--- config.mk ---
export PLATFORM = sky130hd
export DESIGN_NAME = ahb2_copy_master
export DESIGN_NICKNAME = d
export VERILOG_FILES = /design/src/rtl/ahb2_copy_master_pkg.sv /design/src/rtl/ahb2_copy_master.sv
export SDC_FILE = /design/constraint.sdc
export NUM_CORES = 1
export LEC_CHECK = 0
export CORE_MARGIN = 1
export CORE_UTILIZATION = 45
export CTS_BUF_LIST = sky130_fd_sc_hd__clkbuf_4 sky130_fd_sc_hd__clkbuf_8
export DETAILED_ROUTE_END_ITERATION = 16
export PLACE_DENSITY = 0.75
export SLEW_MARGIN = 30
export SYNTH_ARGS = -nofsm -noshare
export SYNTH_HDL_FRONTEND = slang
export SYNTH_SLANG_ARGS = --single-unit
--- constraint.sdc ---
create_clock -name clk -period 8.7 [get_ports clk]
set_clock_uncertainty 0.2 [all_clocks]
set_input_delay 1.74 -clock clk [delete_from_list [all_inputs] [get_ports clk]]
set_output_delay 1.74 -clock clk [all_outputs]
set_load 0.05 [all_outputs]
--- src/rtl/ahb2_copy_master_pkg.sv ---
// ahb2_copy_master_pkg: AHB-Lite encodings shared by the copy master and its bus peers
package ahb2_copy_master_pkg;
  localparam logic [1:0] HTRANS_IDLE   = 2'b00;
  localparam logic [1:0] HTRANS_NONSEQ = 2'b10;
  localparam logic       HRESP_OKAY    = 1'b0;
  localparam logic       HRESP_ERROR   = 1'b1;
  localparam logic [2:0] HSIZE_WORD    = 3'b010;
  localparam logic [2:0] HBURST_SINGLE = 3'b000;
endpackage

--- src/rtl/ahb2_copy_master.sv ---
// ahb2_copy_master: AHB-Lite master copying words one SINGLE read + one SINGLE write at a time
module ahb2_copy_master
  import ahb2_copy_master_pkg::*;
#(
  parameter int CNT_WIDTH = 16
) (
  input  logic                 clk,
  input  logic                 rst_n,
  input  logic                 start,
  input  logic [31:0]          src_addr,
  input  logic [31:0]          dst_addr,
  input  logic [CNT_WIDTH-1:0] word_cnt,
  output logic                 busy,
  output logic                 done,
  output logic                 err,
  output logic [31:0]          haddr,
  output logic [1:0]           htrans,
  output logic                 hwrite,
  output logic [2:0]           hsize,
  output logic [2:0]           hburst,
  output logic [31:0]          hwdata,
  input  logic [31:0]          hrdata,
  input  logic                 hready,
  input  logic                 hresp
);
  typedef enum logic [2:0] {S_IDLE, S_RD_A, S_RD_D, S_WR_A, S_WR_D, S_FIN} state_t;
  state_t state, state_nx;
  logic [31:0] src, dst, src_nx, dst_nx, data_reg;
  logic [CNT_WIDTH-1:0] cnt, cnt_nx;
  logic abort;
  assign hsize  = HSIZE_WORD;
  assign hburst = HBURST_SINGLE;
  always_comb begin
    abort    = hready && hresp == HRESP_ERROR && (state == S_RD_D || state == S_WR_D);
    state_nx = state;
    src_nx   = src;
    dst_nx   = dst;
    cnt_nx   = cnt;
    case (state)
      S_IDLE: if (start) begin
        src_nx   = {src_addr[31:2], 2'b00};
        dst_nx   = {dst_addr[31:2], 2'b00};
        cnt_nx   = word_cnt;
        state_nx = word_cnt == '0 ? S_FIN : S_RD_A;
      end
      S_RD_A: state_nx = hready ? S_RD_D : S_RD_A;
      S_RD_D: state_nx = !hready ? S_RD_D : abort ? S_FIN : S_WR_A;
      S_WR_A: state_nx = hready ? S_WR_D : S_WR_A;
      S_WR_D: if (hready) begin
        if (abort) state_nx = S_FIN;
        else begin
          src_nx   = src + 32'd4;
          dst_nx   = dst + 32'd4;
          cnt_nx   = cnt - 1'b1;
          state_nx = cnt_nx == '0 ? S_FIN : S_RD_A;
        end
      end
      default: state_nx = S_IDLE;
    endcase
  end
  // Bus outputs are registered from the next state so they line up with the phase being entered
  always_ff @(posedge clk or negedge rst_n) begin
    if (!rst_n) begin
      state    <= S_IDLE;
      src      <= '0;
      dst      <= '0;
      cnt      <= '0;
      data_reg <= '0;
      htrans   <= HTRANS_IDLE;
      haddr    <= '0;
      hwrite   <= 1'b0;
      hwdata   <= '0;
      busy     <= 1'b0;
      done     <= 1'b0;
      err      <= 1'b0;
    end else begin
      state    <= state_nx;
      src      <= src_nx;
      dst      <= dst_nx;
      cnt      <= cnt_nx;
      data_reg <= (state == S_RD_D && hready && hresp == HRESP_OKAY) ? hrdata : data_reg;
      htrans   <= (state_nx == S_RD_A || state_nx == S_WR_A) ? HTRANS_NONSEQ : HTRANS_IDLE;
      haddr    <= state_nx == S_RD_A ? src_nx : state_nx == S_WR_A ? dst_nx : haddr;
      hwrite   <= state_nx == S_WR_A;
      hwdata   <= state_nx == S_WR_D ? data_reg : hwdata;
      busy     <= state_nx inside {S_RD_A, S_RD_D, S_WR_A, S_WR_D};
      done     <= state_nx == S_FIN;
      err      <= state_nx == S_FIN && abort;
    end
  end
endmodule

Word-level counts from Yosys, hierarchy flattened

Index checks and enable logic that the tools add are counted.
Widths: inputs -> output; s select.

Add/subtract/negate cells: 3
Equal/unequal tests: 12
Muxes and demuxes: 25
Bitwise operators: 1
Reductions and logical operators: 14

Operators by type and width:

| kind                  | count |
|---|---|
| $mux 32               | 8 |
| $pmux 32 s2           | 2 |
| $add 32x3->32 const B | 2 |
| $mux 16               | 3 |
| $logic_not 16->1      | 2 |
| $pmux 16 s2           | 1 |
| $mux 3                | 8 |
| $sub 16x1->16 const B | 1 |
| $pmux 3 s5            | 1 |
| $eq 3x2->1 const B    | 4 |
| $eq 3x3->1 const B    | 3 |
| $eq 3x1->1 const B    | 2 |
| $ne 2x2->1 const B    | 3 |
| $logic_and 1x1->1     | 5 |
| $mux 2                | 2 |
| $reduce_and 4->1      | 1 |
| $reduce_bool 2->1     | 2 |
| $reduce_bool 4->1     | 1 |
| $logic_not 3->1       | 1 |
| $logic_or 1x1->1      | 2 |
| $not 1->1             | 1 |

Bits in registers: 185
Bits of input ports: 117
Output and inout bits: 76
Logic and storage cells: 67

Logic depth before layout (Yosys ltp)

Depth after elaboration: 9
Gate-level depth with buffers: 10
Mapped depth without buffers: 9

Worst setup path before layout

No wires, ideal clock.

Path kind: input to register
Start: in start
End: reg hwdata[10]
Library setup time: 0.125 ns
Arrival: 3.574 ns
Required time: 8.375 ns
Path slack: 4.801 ns
Stages on the path: 7
Buffers on the path: 1
Cell sequence: nor4b_1 nand3_1 nor2_1 nor2_1 a2111oi_4 buf_6 mux2_4

Cells in the longest elaborated chain, start to end: 3

Ends and longest elaborated chain:

| what                 | line                   | source |
|---|---|---|
| from (decl)          | ahb2_copy_master.sv:9  | `input logic start,` |
| $mux 3               | ahb2_copy_master.sv:40 | `S_IDLE: if (start) begin` |
| $pmux 3 s5           | ahb2_copy_master.sv:39 | `case (state)` |
| $eq 3x3->1           | ahb2_copy_master.sv:85 | `hwdata <= state_nx == S_WR_D ? data_reg : hwdata;` |
| to (signal assigned) | ahb2_copy_master.sv:85 |  |
| to (decl)            | ahb2_copy_master.sv:21 | `output logic [31:0] hwdata,` |

No other way between the ends.
A chain may end at the register's enable or synchronous reset.

Worst setup path after layout

Start: in start
End: reg haddr[26]

Cells in the longest elaborated chain, start to end: 4
Elaborated cells on any way between the ends: 11
Classes of those cells: eq/ne (2); mux (8); reduce/logical (1)

Ends and longest elaborated chain:

| what                                                | line                   | source |
|---|---|---|
| $mux 3 / $mux 32 (equally long branches)            | ahb2_copy_master.sv:40 |  |
| $pmux 3 s5 / $pmux 32 s2 (equally long branches)    | ahb2_copy_master.sv:39 |  |
| $eq 3x1->1 (tied with other cells)                  | ahb2_copy_master.sv:83 | `haddr <= state_nx == S_RD_A ? src_nx : state_nx == S_WR_A ? dst_nx : haddr;` |
| $mux 32 / $reduce_bool 2->1 (equally long branches) | n/a                    |  |
| to (signal assigned)                                | ahb2_copy_master.sv:83 |  |
| to (decl)                                           | ahb2_copy_master.sv:16 | `output logic [31:0] haddr,` |

Parallel ways exist; a longest one is shown, timed or not. The select of a mux whose other input is x is not followed.

==> metrics.cfg <==
[power]
p_per_area_nw_per_um2=385.6
ir_drop_mv=0.2107
comb_power_share_pct=53.0
p_sw_share_pct=48.95
switchingPower_w=0.002417
p_int_w=0.002520
clkPwrFrac_pct=12.9
seqPwrFrac_pct=34.1
power_leakage_nw=5.190

[critical_path]
required_ps=8880
startpoint_type=input pin
worstReg2RegEnd=haddr[26]
cp.depth=10
max_stage_delay_ps=670
cp-end-kind=register
rrSetupSlack_ps=4020
cp_top_family=simple AND/OR/NAND/NOR gates
arrival_ps=5260
ff2ff_path_depth=9
cp-startpoint=start
crit_type=in2reg
worstPathMaxFanout=76
worst_path_most_repeated_cell=buf_4
crit_end=haddr[26]
crit_buf_inv=4
worst_path_max_delay_cell=nand2_1
r2r_start=cnt[0]
crit_chain=buf_2, buf_4, nor4b_2, nand3_1, nor2_1, a211oi_1, buf_4, nand2_1, inv_1, a311o_1

[detailed_routing]
vias_per_cell=6.266
drc=0
firstDrtPassIters=6
drt_iter0_drc=991
wl_per_cell_um=21.10
antenna_left=0
wl_um=32210
vias=9562

[timing]
max_freq_ghz=0.1968
slew_violations=0
finalCriticalPeriod_ps=5082
min_period_over_period_pct=58.41
max_slew_margin_pct=30.57
hold_viol_final=0
fin_tns_setup_ps=0
finalSetupViolCount=0
rsz0062_at_grt=no
timing.hold.ws_ps=294.0
worst_pin_slew_ps=1035

[global_routing]
first_global_vias=9090
grt_pass1_wl_um=50320
grt_max_degree=119
overflow=0
grt.total_usage_pct=27.50
grt_antenna_before_repair=1

[synth]
synth_seq_area_share_pct=44.43
yosysTopAreaCellShare_pct=44.43
synthDistinctLibCells=77
synth_async_sr_flop_share_pct=100.0
ys_seq_elements=184
netlist_instances=1090
synth.avg_cell_area_um2=9.507
syn_area_um2=10360
synth_ff_type=dfrtp_1
synth.area.top_cells=dfrtp_1 (44%), mux2_4 (4.3%), mux2_2 (4.1%)
yosysTopAreaCell=dfrtp_1
yosys_warnings=0
synth_edf_count=0

[floorplanning]
die_w_um=153.8
dieArea_um2=23640
fp.dieH_um=153.8
start_util_pct=45.77
io_pins=193
std_cell_rows=55
fp.coreArea_um2=22640

[clock_network]
cts_buffer_depth=2
cts_buffers=17
clk_pin_slew_ps=110
cts_sinks=184
worstSkewPairLatency_ps=490
cts_tree=yes
cts-root-buf=clkbuf_8
postCtsSetupRepairBufs=0
cts_resized=0
hold_buffers=0
cts_htree_levels=4

[cells_and_area]
final_common_cell=dfrtp_1
final_cell_mix=dfrtp_1 (183), clkdlybuf4s50_1 (179), nor2_1 (96)
fill_cells=1998
fin_area_um2=12800
final_cells=1526
fin_util_pct=56.55
drive_gt1_share_pct=11.13
area_growth_pct=23.56
nNetsFinal=1348

[placement]
io_buffers=181
dp_cells=1492
place_area_um2=12330
routabilityCongestion=0.8997
hpwl_um=22140

[flow_run]
max-cap-violations=0

[hold_path]
min_path_type=reg2reg

[run_status]
status=complete, no violations

==> worst min-delay path by stage <==
| stage | cells past startpoint | slack (ps) | to | startpoint |
|---|---|---|---|---|
| global route | 1 | 310 | src[1] | src[1] |
| global placement | 1 | 260 | dst[0] | dst[0] |
| detailed placement | 1 | 270 | dst[0] | dst[0] |
| CTS | 1 | 300 | src[1] | src[1] |
| floorplan | 1 | 250 | dst[0] | dst[0] |
| finish | 1 | 290 | dst[0] | dst[0] |
==> synthesized netlist by cell type (all sizes together), types with 8 or more instances <==
| library cell | n |
|---|---|
| a211oi | 8 |
| a21boi | 9 |
| a21oi | 75 |
| a221o | 13 |
| a22oi | 9 |
| a31oi | 14 |
| and2 | 14 |
| and3 | 15 |
| and4 | 16 |
| buf | 17 |
| clkbuf | 69 |
| dfrtp | 184 |
| inv | 19 |
| mux2 | 68 |
| mux2i | 25 |
| nand2 | 73 |
| nand2b | 9 |
| nand3 | 40 |
| nand4 | 26 |
| nor2 | 97 |
| nor2b | 9 |
| nor3 | 24 |
| nor4 | 29 |
| o211ai | 11 |
| o21ai | 64 |
| o22ai | 29 |
| or3 | 10 |
==> stage by stage <==
step	power [W]	setup WS [ps]
floorplan	0.003407	4801
global placement	0.004203	3231
detailed placement	0.004267	3202
CTS	0.004913	3699
global route	0.005216	3371
finish	0.004937	3618
==> power groups by stage <==
stage / combinational, W / sequential [W] / clock, W
2_1_floorplan: 0.00136 / 0.00205 / 0
3_3_place_gp: 0.00254 / 0.00166 / 0
3_5_place_dp: 0.00258 / 0.00168 / 0
4_1_cts: 0.00259 / 0.00167 / 0.000648
5_1_grt: 0.00279 / 0.00174 / 0.000680
6_report: 0.00262 / 0.00168 / 0.000637
==> cell type report <==
class                      count  area [µm²]  share of cell area, %
antenna                        1       2.502                0.01954
clock buffer                  17       234.0                  1.827
clock inverter                15       212.7                  1.661
inverter                      20       75.07                 0.5863
multi-input combinational    805        5350                  41.79
sequential                   184        4606                  35.97
tap                          285       356.6                  2.785
timing repair buffer         199        1967                  15.36
==> per-layer routing <==
metal	part of all wire [%]	vias to the layer above	global-route usage, %	routed length [µm]
met4	4.0	0	12.76	1289
met3	8.3	76	5.158	2665
met2	46	491	42.86	14890
met5	0	-	0	0
met1	41	4646	37.15	13360
li1	-	4349	-	-
==> cells by family after synthesis <==
family | after synthesis | share of synthesized area [%]
DFF | 184 | 44.43
AOI/OAI and AO/OA | 303 | 19.43
muxes | 93 | 10.89
adders and majority gates | 4 | 0.4830
other | 2 | 0.07247
and+or+nand+nor | 391 | 19.71
xor gates and xnor gates | 7 | 0.5917
buffers and inverters | 106 | 4.395
Power figures use the tool's default switching activity.
